**src/rtl/alu_pkg.sv**
```systemverilog
// Shared ALU constants and request type used by the ALU share arbiter and its bench.
package alu_pkg;

    localparam int unsigned WIDTH = 32;
    localparam int unsigned OPW   = 2;

    localparam logic [OPW-1:0] ALU_ADD  = 2'd0;
    localparam logic [OPW-1:0] ALU_SUB  = 2'd1;
    localparam logic [OPW-1:0] ALU_NAND = 2'd2;
    localparam logic [OPW-1:0] ALU_NOR  = 2'd3;

    typedef struct packed {
        logic [WIDTH-1:0] a;
        logic [WIDTH-1:0] b;
        logic [OPW-1:0]   op;
    } alu_req_t;

endpackage

```
**src/rtl/rr_arb2.sv**
```systemverilog
// Two-way round-robin grant generator; on a tie the requester that did not win last is chosen.
module rr_arb2 (
    input  logic [1:0] valid,
    input  logic       enable,
    input  logic       last_grant,
    output logic [1:0] grant
);

    always_comb begin
        grant    = '0;
        grant[0] = enable && valid[0] && (!valid[1] || last_grant);
        grant[1] = enable && valid[1] && (!valid[0] || !last_grant);
    end

endmodule

```
**src/rtl/alu_share_arb.sv**
```systemverilog
// Shares one ALU between the EX issue port (0) and the debug port (1) with a one-entry
// registered response buffer tagged by requester id.
module alu_share_arb
    import alu_pkg::*;
#(
    parameter int unsigned WIDTH = alu_pkg::WIDTH,
    parameter int unsigned OPW   = alu_pkg::OPW
) (
    input  logic             clk,
    input  logic             rst_n,
    input  logic             req0_valid,
    output logic             req0_ready,
    input  logic [WIDTH-1:0] req0_a,
    input  logic [WIDTH-1:0] req0_b,
    input  logic [OPW-1:0]   req0_op,
    input  logic             req1_valid,
    output logic             req1_ready,
    input  logic [WIDTH-1:0] req1_a,
    input  logic [WIDTH-1:0] req1_b,
    input  logic [OPW-1:0]   req1_op,
    output logic [WIDTH-1:0] alu_a,
    output logic [WIDTH-1:0] alu_b,
    output logic [OPW-1:0]   alu_op,
    input  logic [WIDTH-1:0] alu_out,
    output logic             rsp_valid,
    input  logic             rsp_ready,
    output logic [WIDTH-1:0] rsp_data,
    output logic             rsp_id,
    output logic             busy
);

    typedef struct packed {
        logic [WIDTH-1:0] a;
        logic [WIDTH-1:0] b;
        logic [OPW-1:0]   op;
    } req_t;

    logic [1:0]       grant;
    logic             can_accept;
    req_t             sel;

    logic             rsp_valid_q, rsp_valid_d;
    logic [WIDTH-1:0] rsp_data_q,  rsp_data_d;
    logic             rsp_id_q,    rsp_id_d;
    logic             last_grant_q, last_grant_d;

    // A full buffer being drained this cycle can take a new op: 1 op/cycle throughput.
    assign can_accept = !rsp_valid_q || rsp_ready;

    rr_arb2 u_arb (
        .valid      ({req1_valid, req0_valid}),
        .enable     (can_accept),
        .last_grant (last_grant_q),
        .grant      (grant)
    );

    always_comb begin
        sel    = '0;
        sel.op = OPW'(ALU_ADD);
        if (grant[0]) begin
            sel = '{a: req0_a, b: req0_b, op: req0_op};
        end else if (grant[1]) begin
            sel = '{a: req1_a, b: req1_b, op: req1_op};
        end
    end

    always_comb begin
        rsp_valid_d  = rsp_valid_q;
        rsp_data_d   = rsp_data_q;
        rsp_id_d     = rsp_id_q;
        last_grant_d = last_grant_q;
        if (|grant) begin
            rsp_valid_d  = 1'b1;
            rsp_data_d   = alu_out;
            rsp_id_d     = grant[1];
            last_grant_d = grant[1];
        end else if (rsp_ready) begin
            rsp_valid_d  = 1'b0;
        end
    end

    // last_grant resets to 1 so requester 0 wins the first tie.
    always_ff @(posedge clk or negedge rst_n) begin
        if (!rst_n) begin
            rsp_valid_q  <= 1'b0;
            rsp_data_q   <= '0;
            rsp_id_q     <= 1'b0;
            last_grant_q <= 1'b1;
        end else begin
            rsp_valid_q  <= rsp_valid_d;
            rsp_data_q   <= rsp_data_d;
            rsp_id_q     <= rsp_id_d;
            last_grant_q <= last_grant_d;
        end
    end

    assign req0_ready = grant[0];
    assign req1_ready = grant[1];
    assign alu_a      = sel.a;
    assign alu_b      = sel.b;
    assign alu_op     = sel.op;
    assign rsp_valid  = rsp_valid_q;
    assign rsp_data   = rsp_data_q;
    assign rsp_id     = rsp_id_q;
    assign busy       = rsp_valid_q || req0_valid || req1_valid;

endmodule

```
**config.mk**
```make
export PLATFORM = sky130hd
export DESIGN_NAME = alu_share_arb
export DESIGN_NICKNAME = d
export VERILOG_FILES = /design/src/rtl/alu_pkg.sv /design/src/rtl/rr_arb2.sv /design/src/rtl/alu_share_arb.sv
export SDC_FILE = /design/constraint.sdc
export NUM_CORES = 1
export LEC_CHECK = 0
export ABC_AREA = 1
export CAP_MARGIN = 20
export CORE_AREA = 2 2 105 107
export CTS_CLUSTER_SIZE = 16
export DETAILED_ROUTE_END_ITERATION = 6
export DIE_AREA = 0 0 107 109
export MAX_ROUTING_LAYER = met4
export PLACE_DENSITY = 0.77
export SETUP_SLACK_MARGIN = 0.5
export SYNTH_ARGS = -nofsm -noshare
export SYNTH_HDL_FRONTEND = slang
export SYNTH_SLANG_ARGS = --single-unit
```
**constraint.sdc**
```tcl
create_clock -name clk -period 2.83 [get_ports clk]
set_input_delay 0.566 -clock clk [delete_from_list [all_inputs] [get_ports clk]]
set_output_delay 0.566 -clock clk [all_outputs]
set_load 0.03 [all_outputs]
```
Word-level counts from Yosys, hierarchy flattened

Index checks and enable logic that the tools add are counted.

Muxes and demuxes: 4
Reductions and logical operators: 15

Operator list:

| operator           | count |
|---|---|
| 66-bit 2-to-1 mux  | 2 |
| 1-bit logical OR   | 5 |
| 1-bit logical AND  | 4 |
| 1-bit zero test    | 4 |
| 1-bit 2-to-1 mux   | 2 |
| 2-bit nonzero test | 1 |
| 2-bit OR reduction | 1 |

Bits in registers: 35
Input port bits: 169
Output and inout port bits: 103
Logic and storage cells: 23

Depth between registers and ports, before layout

Gate-level depths: netlist of the first run.

Depth after elaboration: 6
Gate-level depth with buffers: 8

Modules after synthesis

A second synthesis of the first run with hierarchy kept.

Cell total of the unflattened synthesis: 378
Area, all modules: 2,377.3 um^2

Modules (own cells, without submodules):

| module        | instances | cells each | area each (um^2) | seq. area each (um^2) |
|---|---|---|---|---|
| alu_share_arb | 1         | 373        | 2,356.0          | 877.1 |
| rr_arb2       | 1         | 5          | 21.3             | 0.0 |

Worst setup path after synthesis of the first run

OpenSTA, ideal clock, no wires.

Path kind: input-to-output
From: input port rsp_ready
To: output port alu_a[10]
Data arrival time: 1.378 ns
Data required time: 2.264 ns
Path slack: 0.886 ns
Stages on the path: 6
Path buffers: 2
Cell sequence: inv_1 nand2_4 buf_4 buf_2 nand3_2 nand2_1

Word-level cells in the longest chain between the ends: 5

Ends and longest elaborated chain:

| item                            | line                | RTL |
|---|---|---|
| from (decl)                     | alu_share_arb.sv:26 | `input logic rsp_ready,` |
| 1-bit logical OR *              | alu_share_arb.sv:48 | `assign can_accept = !rsp_valid_q \|\| rsp_ready;` |
| 1-bit logical AND (2 in series) | rr_arb2.sv:12       | `grant[1] = enable && valid[1] && (!valid[0] \|\| !last_grant);` |
| 66-bit 2-to-1 mux               | alu_share_arb.sv:62 | `end else if (grant[1]) begin` |
| 66-bit 2-to-1 mux *             | alu_share_arb.sv:60 | `if (grant[0]) begin` |
| to (decl)                       | alu_share_arb.sv:21 | `output logic [WIDTH-1:0] alu_a,` |

Every way passes the cells marked *; elsewhere a longest branch is shown, timed or not.

Worst setup path after layout of the first run

From: input port rsp_ready
To: output port alu_a[3]

Same word-level chain as after synthesis.

==> flow_summary.ini, run 1 <==
[clock_network]
htreeDepth = 2
cts_buffer_depth = 2
hold_buffers = 0
cts-buffers-inserted = 5
clkTransAtPathRegs_ns = 0.07
clock_latency_ns = 0.29
cts_tree = yes
root_buffer = clkbuf_8
clkSinkCount = 35

[timing]
post-route-period-util = 0.810
fin_setup_tns_ns = 0
worstMarginPinSlew_ns = 0.636
drv_slew = 0
setup_viol = 0
finalClockSkew_ns = 0.0123
min_period_ns = 2.29
slew-limit-headroom = 0.574
clock.fmax_ghz = 0.436
finalHoldViolations = 0
rsz0062_at_grt = true

[final_layout]
area_delta_synth_final_pct = 109
nFillCells = 921
layout_commonest_cell = clkdlybuf4s50_1
multi_input_area_um2 = 1680
mostFrequentLayoutCells = 199 x clkdlybuf4s50_1, 133 x nand2_1, 66 x nand3_1, 66 x nand4_1, 58 x buf_4
seq_area_um2 = 877
layout.nets = 822
drive_gt1_frac = 0.230

[worst_setup_path]
cp_common_cell = buf_12
crit_path_start = rsp_ready
r2r_start = rsp_valid
reg2reg_slack_ns = 0.83
arrival_ns = 1.73
r2r_end = rsp_data[10]
path_cells = dlygate4sd2_1 -> inv_2 -> nand2_8 -> buf_12 -> buf_12 -> buf_16 -> nand3_2 -> nand2_1 -> buf_4
slowest_delay_ns = 0.24
end_kind = output port
r2r.worst_path.cells = 7
endpoint = alu_a[3]
cp-start-kind = input port
cp_max_fo = 13
required_ns = 2.26
slowest_stage = dlygate4sd2_1
critPathKind = input port to output port

[global_routing]
grt_max_degree = 68
grt_usage = 0.213
antenna_found_initial = 1
grt_pass1_wl_um = 19100
overflow = 0
grt_pass1_vias = 3689

[placed_design]
post-dp-hpwl_um = 9040
io_buffers = 271
gp_congestion = 0.788

[route]
drt_iter0_drc = 392
num_vias = 3955
drt-total-wl_um = 13000
first_pass_iters = 6
ant_nets = 0
wire_per_inst_um = 16.4
drc = 0
vias_per_cell = 4.98

[logic_synthesis]
ys_types = 18
postSynthCellCount = 393
syn_area_um2 = 2830
ys_seq_elements = 35
ys_seq_area_frac = 0.310
yosys_warnings = 0
syn_nets = 562
avgSynthCellArea_um2 = 7.19

[floorplanning]
io-pin-count = 272
start_util = 0.266
core_area_um2 = 10600
die_area_um2 = 11700
die_w_um = 107
row_count = 38
die_y_um = 109

[pwr]
p_int_mw = 1.54
power.density_nw_per_um2 = 441
netSwitchingPower_mw = 1.07
peakVddDrop_mv = 0.390
power_frac_comb = 0.594
p_seq_frac = 0.237
leakage_nw = 2.79
total_power_mw = 2.61
pwr-share-clk = 0.169
swShare = 0.411

[run]
cap_violations = 0

[worst_hold_path]
hp-class = register to register

[run_status]
status = finished, final reports clean
[synth_stat cells]
cell	instances	area, um2
dfstp_2	1	26.3
nand3_2	30	300
nand2_4	2	22.5
buf_6	2	22.5
nand3_1	69	345
buf_12	4	80.1
or2_2	1	6.26
inv_2	1	3.75
inv_1	3	11.3
and2_1	1	6.26
nand2_2	4	25.0
buf_4	5	37.5
buf_1	2	7.51
buf_2	29	145
clkbuf_1	4	15.0
nand2_1	135	507
dfrtp_1	34	851
nand4_1	66	413
[what timing repair did]
item,4_1_cts,5_1_grt
setup endpoints to repair,69,67
pin swaps,2,2
cloned,6,0
buffers inserted,7,3
gates resized for setup,21,22
[cells by family after synthesis]
group	synth area share
DFF	0.310
buffers and inverters	0.114
and+or+nand+nor	0.575
[layer usage]
layer	global-route usage	up-vias	part of all wire
met5	-	-	0
met3	0.0520	27	0.087
met2	0.379	210	0.51
li1	-	1893	-
met4	0.0519	0	0.022
met1	0.241	1825	0.39
[power by group through the flow]
stage | sequential (mW) | clock (mW) | combinational [mW]
after CTS | 0.618 | 0.446 | 1.53
after detailed placement | 0.624 | 0 | 1.41
after global placement | 0.621 | 0 | 1.39
after global routing | 0.626 | 0.472 | 1.64
final | 0.618 | 0.441 | 1.55
after floorplan | 0.761 | 0 | 0.632
[flip-flops by register name, summed over array words and instances (netlist names)]
name          cells
last_grant_q      1
rsp_id            1
rsp_data         32
rsp_valid         1
[worst min-delay path by stage]
stage / endpoint / from / slack, ns / cells past startpoint
global placement: rsp_id / rsp_id / 0.45 / 2
floorplan: rsp_data[0] / rst_n / 0.27 / 0
global route: rsp_data[17] / rsp_data[17] / 0.49 / 2
finish: rsp_data[12] / rsp_data[12] / 0.47 / 2
CTS: rsp_data[12] / rsp_data[12] / 0.47 / 2
detailed placement: rsp_data[12] / rsp_data[12] / 0.46 / 2
[stage by stage]
step           instances  instance area, um2  utilization  setup slack (ns)  hold slack, ns
2_1_floorplan        393                2830            -             0.886           0.270
3_3_place_gp         770                5390        0.508             0.196           0.453
3_5_place_dp         770                5390        0.508             0.202           0.459
4_1_cts              790                5830        0.550             0.500           0.475
5_1_grt              794                5910        0.558             0.479           0.494
6_report             794                5910        0.558             0.538           0.471
[final cells by class]
class	instances	share of cell area
Antenna cell	1	0.000423
Tap cell	140	0.0296
Clock buffer	5	0.0116
Multi-Input combinational cell	309	0.284
Timing Repair Buffer	298	0.517
Sequential cell	35	0.148
Inverter	4	0.00254
Clock inverter	2	0.00635
[critical path: cells and delay by family]
| kind | cells | cell delay, ns |
|---|---|---|
| buffers and inverters | 6 | 0.93 |
| AND/OR/NAND/NOR | 3 | 0.22 |
(Power assumes the default switching activity.)
==> inputs of run 2 (changes only) <==
--- a/config.mk
+++ b/config.mk
@@ -7,10 +7,10 @@
 export LEC_CHECK = 0
 export ABC_AREA = 1
 export CAP_MARGIN = 20
-export CORE_AREA = 2 2 105 107
+export CORE_AREA = 2 2 107 109
 export CTS_CLUSTER_SIZE = 16
 export DETAILED_ROUTE_END_ITERATION = 6
-export DIE_AREA = 0 0 107 109
+export DIE_AREA = 0 0 109 111
 export MAX_ROUTING_LAYER = met4
 export PLACE_DENSITY = 0.77
 export SETUP_SLACK_MARGIN = 0.5
==> constraint.sdc (replaced) <==
create_clock -name clk -period 1.9 [get_ports clk]
set_input_delay 0.38 -clock clk [delete_from_list [all_inputs] [get_ports clk]]
set_output_delay 0.38 -clock clk [all_outputs]
set_load 0.03 [all_outputs]
==> run 2 against run 1 <==
- the run now ends with setup timing left
- largest power group unchanged
- clock skew down 0.0077 ns
- via count up 7.1%
- critical endpoint is now alu_b[8]
- routed wire length up 20%
- sequential cell count unchanged
- sequential share of layout area down 2.9 points
- critical path depth down 3
- combinational power up 87%
- final area up 25%
- total power up 78%
==> flow_summary.ini, run 2 (synthesized netlist as in run 1, its figures left out) <==
[run_status]
status = finished, violations left
violations = setup timing

[placed_design]
io_buffers = 271
dpl-instance-area_um2 = 5980
post-dp-hpwl_um = 9600
gp_congestion = 0.975

[final_layout]
drive_gt1_frac = 0.515
seq_area_um2 = 878
layout.nets = 844
multi_input_area_um2 = 2580
area_delta_synth_final_pct = 161
layout_commonest_cell = clkdlybuf4s50_1
final_core_util = 0.666
nFillCells = 850
final_area_um2 = 7380
largest_register_ffs = 32
num_antenna_cells = 0
mostFrequentLayoutCells = 165 x clkdlybuf4s50_1, 71 x nand2_2, 70 x buf_6

[floorplanning]
core_area_um2 = 11100
row_count = 39
start_util = 0.255
die_area_um2 = 12100
io-pin-count = 272
die_w_um = 109
die_y_um = 111

[worst_setup_path]
cp_max_fo = 11
end_kind = output port
arrival_ns = 1.58
cp-start-kind = register
critPathKind = register to output port
required_ns = 1.52

[route]
drt-total-wl_um = 15600
first_pass_iters = 4
drt_iter0_drc = 266
vias_per_cell = 5.17
drc = 0
num_vias = 4234
wire_per_inst_um = 19.1
ant_nets = 0

[timing]
setup_viol = 45
fin_setup_tns_ns = -1.18
timing.final.ws_setup_ns = -0.0578
worstMarginPinSlew_ns = 0.438
min_period_ns = 1.96
finalHoldViolations = 0
clock.fmax_ghz = 0.511
slew-limit-headroom = 0.708
drv_slew = 0
rsz0062_at_grt = true
finalClockSkew_ns = 0.00456
post-route-period-util = 1.03

[pwr]
p_int_mw = 2.69
leakage_nw = 3.26
p_seq_frac = 0.209
power_frac_comb = 0.625
total_power_mw = 4.63
power.density_nw_per_um2 = 628
netSwitchingPower_mw = 1.94
swShare = 0.419
pwr-share-clk = 0.166
peakVddDrop_mv = 0.476

[global_routing]
grt_max_degree = 67
grt_usage = 0.220
overflow = 0
grt_pass1_vias = 4035
grt_pass1_wl_um = 20900
antenna_found_initial = 0

[clock_network]
clock_latency_ns = 0.27
root_buffer = clkbuf_16
cts-buffers-inserted = 5
cts_tree = yes
hold_buffers = 0
clkTransAtPathRegs_ns = 0.05
cts_buffer_depth = 2
htreeDepth = 2
clkSinkCount = 35

[worst_hold_path]
hp-class = register to register

[run]
cap_violations = 0
## run 2: routing by layer
layer	up-vias	part of all wire	global-route usage
met5	-	0	-
li1	1951	-	-
met4	0	0.032	0.0598
met3	40	0.069	0.0453
met1	2044	0.37	0.245
met2	199	0.53	0.393
## run 2: critical path, cell delays in order (launching register included)
cell	delay [ns]
dfstp_2	0.58
nand2_8	0.10
nand2_8	0.14
buf_12	0.16
nand3_1	0.09
nand2_2	0.11
buf_6	0.13
## run 2: layout make-up
cell class / count / share of cell area
Sequential cell: 35 / 0.119
Tap cell: 143 / 0.0243
Multi-Input combinational cell: 311 / 0.350
Clock buffer: 6 / 0.0175
Timing Repair Buffer: 318 / 0.486
Inverter: 4 / 0.00237
Clock inverter: 2 / 0.00170
## run 2: per-stage QoR
stage / std cells / hold slack (ns) / setup slack (ns)
CTS: 802 / 0.471 / -0.0491
global route: 819 / 0.499 / -0.109
floorplan: 393 / 0.0844 / 0.391
global placement: 785 / 0.455 / -0.185
detailed placement: 785 / 0.457 / -0.205
finish: 819 / 0.481 / -0.0578
## run 2: timing repair
item                                    CTS  global route
pin swaps                                33            42
resized for setup                       189           126
gates cloned                              5            14
setup buffers                             4             3
endpoints found under the setup margin  138           128
## run 2: power groups by stage
stage               logic (mW)  clock network [mW]  registers, mW
finish                    2.90               0.767          0.969
floorplan                 1.12                   0           1.14
global placement          2.31                   0          0.934
detailed placement        2.34                   0          0.934
global route              3.03               0.824          0.981
CTS                       2.56               0.787          0.941
## run 2: path summary, 6_finish.rpt
| path | startpoint | endpoint | slack [ns] | cells after the start |
|---|---|---|---|---|
| max | last_grant_q | alu_b[8] | -0.06 | 6 |
| min | rsp_data[8] | rsp_data[8] | 0.48 | 2 |
| max reg2reg | rsp_valid | rsp_data[15] | 0.32 | 8 |
| min reg2reg | rsp_data[8] | rsp_data[8] | 0.48 | 2 |
| max in group asynchronous | rst_n | last_grant_q | 1.03 | 2 |
| min in group asynchronous | rst_n | rsp_data[1] | 0.52 | 2 |
==> inputs of run 3 (changes only) <==
--- a/config.mk
+++ b/config.mk
@@ -14,6 +14,7 @@
 export MAX_ROUTING_LAYER = met4
 export PLACE_DENSITY = 0.77
 export SETUP_SLACK_MARGIN = 0.5
+export SKIP_CTS_REPAIR_TIMING = 1
 export SYNTH_ARGS = -nofsm -noshare
 export SYNTH_HDL_FRONTEND = slang
 export SYNTH_SLANG_ARGS = --single-unit
==> run 3 against run 2 <==
- the flow still finishes with violations (setup timing)
- sequential share of layout area up 0.66 points
- non-clock buffer count decreased by 5
- largest power group unchanged
- largest cell class unchanged
- register-to-register slack improved by 0.07 ns
- hold slack lost 0.017 ns
- critical path type unchanged
- critical path depth decreased by 1
- sequential power is 3.9% lower
==> flow_summary.ini, run 3 (synthesized netlist as in run 1, its figures left out) <==
[pwr]
total_power_mw = 4.39
peakVddDrop_mv = 0.467
power.density_nw_per_um2 = 628
leakage_nw = 3.42

[placed_design]
io_buffers = 271
dp_cells = 785
dpl-instance-area_um2 = 5980
post-dp-hpwl_um = 9600
place_ws_ns = -0.205
gp_congestion = 0.975

[floorplanning]
start_util = 0.255
row_count = 39
die_w_um = 109
die_area_um2 = 12100
die_y_um = 111
io-pin-count = 272
core_area_um2 = 11100

[timing]
timing.final.ws_setup_ns = -0.0737
post-route-period-util = 1.04
clock.fmax_ghz = 0.507
worstMarginPinSlew_ns = 0.431
fin_hold_ws_ns = 0.464
rsz0062_at_grt = true
finalHoldViolations = 0
drv_slew = 0
finalClockSkew_ns = 0.00567
min_period_ns = 1.97
slew-limit-headroom = 0.713
setup_viol = 46

[route]
num_vias = 4161
wire_per_inst_um = 18.0
drt-total-wl_um = 14700
drt_iter0_drc = 233
first_pass_iters = 4
drc = 0
ant_nets = 0
vias_per_cell = 5.11

[global_routing]
grt_pass1_vias = 3750
grt_max_degree = 67
overflow = 0
antenna_found_initial = 0
grt_pass1_wl_um = 19200
grt_usage = 0.199

[worst_hold_path]
hp-class = register to register
worstHoldStart = rsp_data[6]

[final_layout]
drive_gt1_frac = 0.385
instances_no_fill = 814
largest_register_ffs = 32
seq_area_um2 = 878
area_delta_synth_final_pct = 147
layout_commonest_cell = clkdlybuf4s50_1
layout.nets = 839
nFillCells = 905
final_area_um2 = 6990
num_antenna_cells = 0
mostFrequentLayoutCells = 165 x clkdlybuf4s50_1, 69 x nand2_1, 66 x nand4_1
multi_input_area_um2 = 2240

[clock_network]
clkTransAtPathRegs_ns = 0.05
clock_latency_ns = 0.27
cts_tree = yes
clkSinkCount = 35
root_buffer = clkbuf_16
htreeDepth = 2
cts_buffer_depth = 2
cts-buffers-inserted = 5

[worst_setup_path]
end_kind = output port
arrival_ns = 1.59
r2r_start = rsp_valid
required_ns = 1.52
reg2reg_slack_ns = 0.39
crit_path_start = last_grant_q
cp_max_fo = 53
cp-start-kind = register
critPathKind = register to output port

[run_status]
violations = setup timing
status = finished, violations left

[run]
cap_violations = 0
[run 3: cell count changes in the layout (fill, tap and decap cells not counted), moves of 24 or more]
cell	delta
dlymetal6s2s_1	+35
clkbuf_2	-24
nand2_2	-33
buf_6	-24
nand2_1	+47
buf_4	+27
[run 3: where the power goes]
part | switching, mW | internal (mW) | leakage (nW)
sequential | 0.0740 | 0.857 | 0.422
combinational | 1.43 | 1.26 | 2.94
clock | 0.286 | 0.483 | 0.0669
total | 1.79 | 2.60 | 3.42
[run 3: path summary, 6_finish.rpt]
path / end / cells after the start
setup reg to reg: rsp_data[23] / 7
min in group asynchronous: rsp_data[3] / 2
max in group asynchronous: last_grant_q / 2
hold / removal: rsp_data[6] / 2
setup / recovery: alu_a[9] / 5
hold reg to reg: rsp_data[6] / 2
[run 3: critical path, cell delays in order (launching register included)]
cell	delay, ns
dfstp_2	0.55
nand2_4	0.10
buf_12	0.22
nand4_1	0.20
nand2_4	0.07
buf_4	0.17
[run 3: cell type report]
cell class / instances / share of cell area
Tap cell: 143 / 0.0256
Multi-Input combinational cell: 311 / 0.320
Inverter: 4 / 0.00286
Timing Repair Buffer: 313 / 0.506
Sequential cell: 35 / 0.126
Clock buffer: 6 / 0.0184
Clock inverter: 2 / 0.00179
[run 3: metrics by stage]
step,util,setup TNS (ns)
floorplan,-,0
global placement,0.540,-10.32
detailed placement,0.540,-12.33
CTS,0.553,-12.23
global route,0.631,-4.83
finish,0.631,-1.12
[run 3: metal layers]
| metal | up-vias | share of wire | GRT usage |
|---|---|---|---|
| li1 | 1941 | - | - |
| met1 | 1993 | 0.37 | 0.224 |
| met2 | 194 | 0.53 | 0.355 |
| met3 | 33 | 0.080 | 0.0470 |
| met4 | 0 | 0.024 | 0.0410 |
| met5 | - | 0 | - |
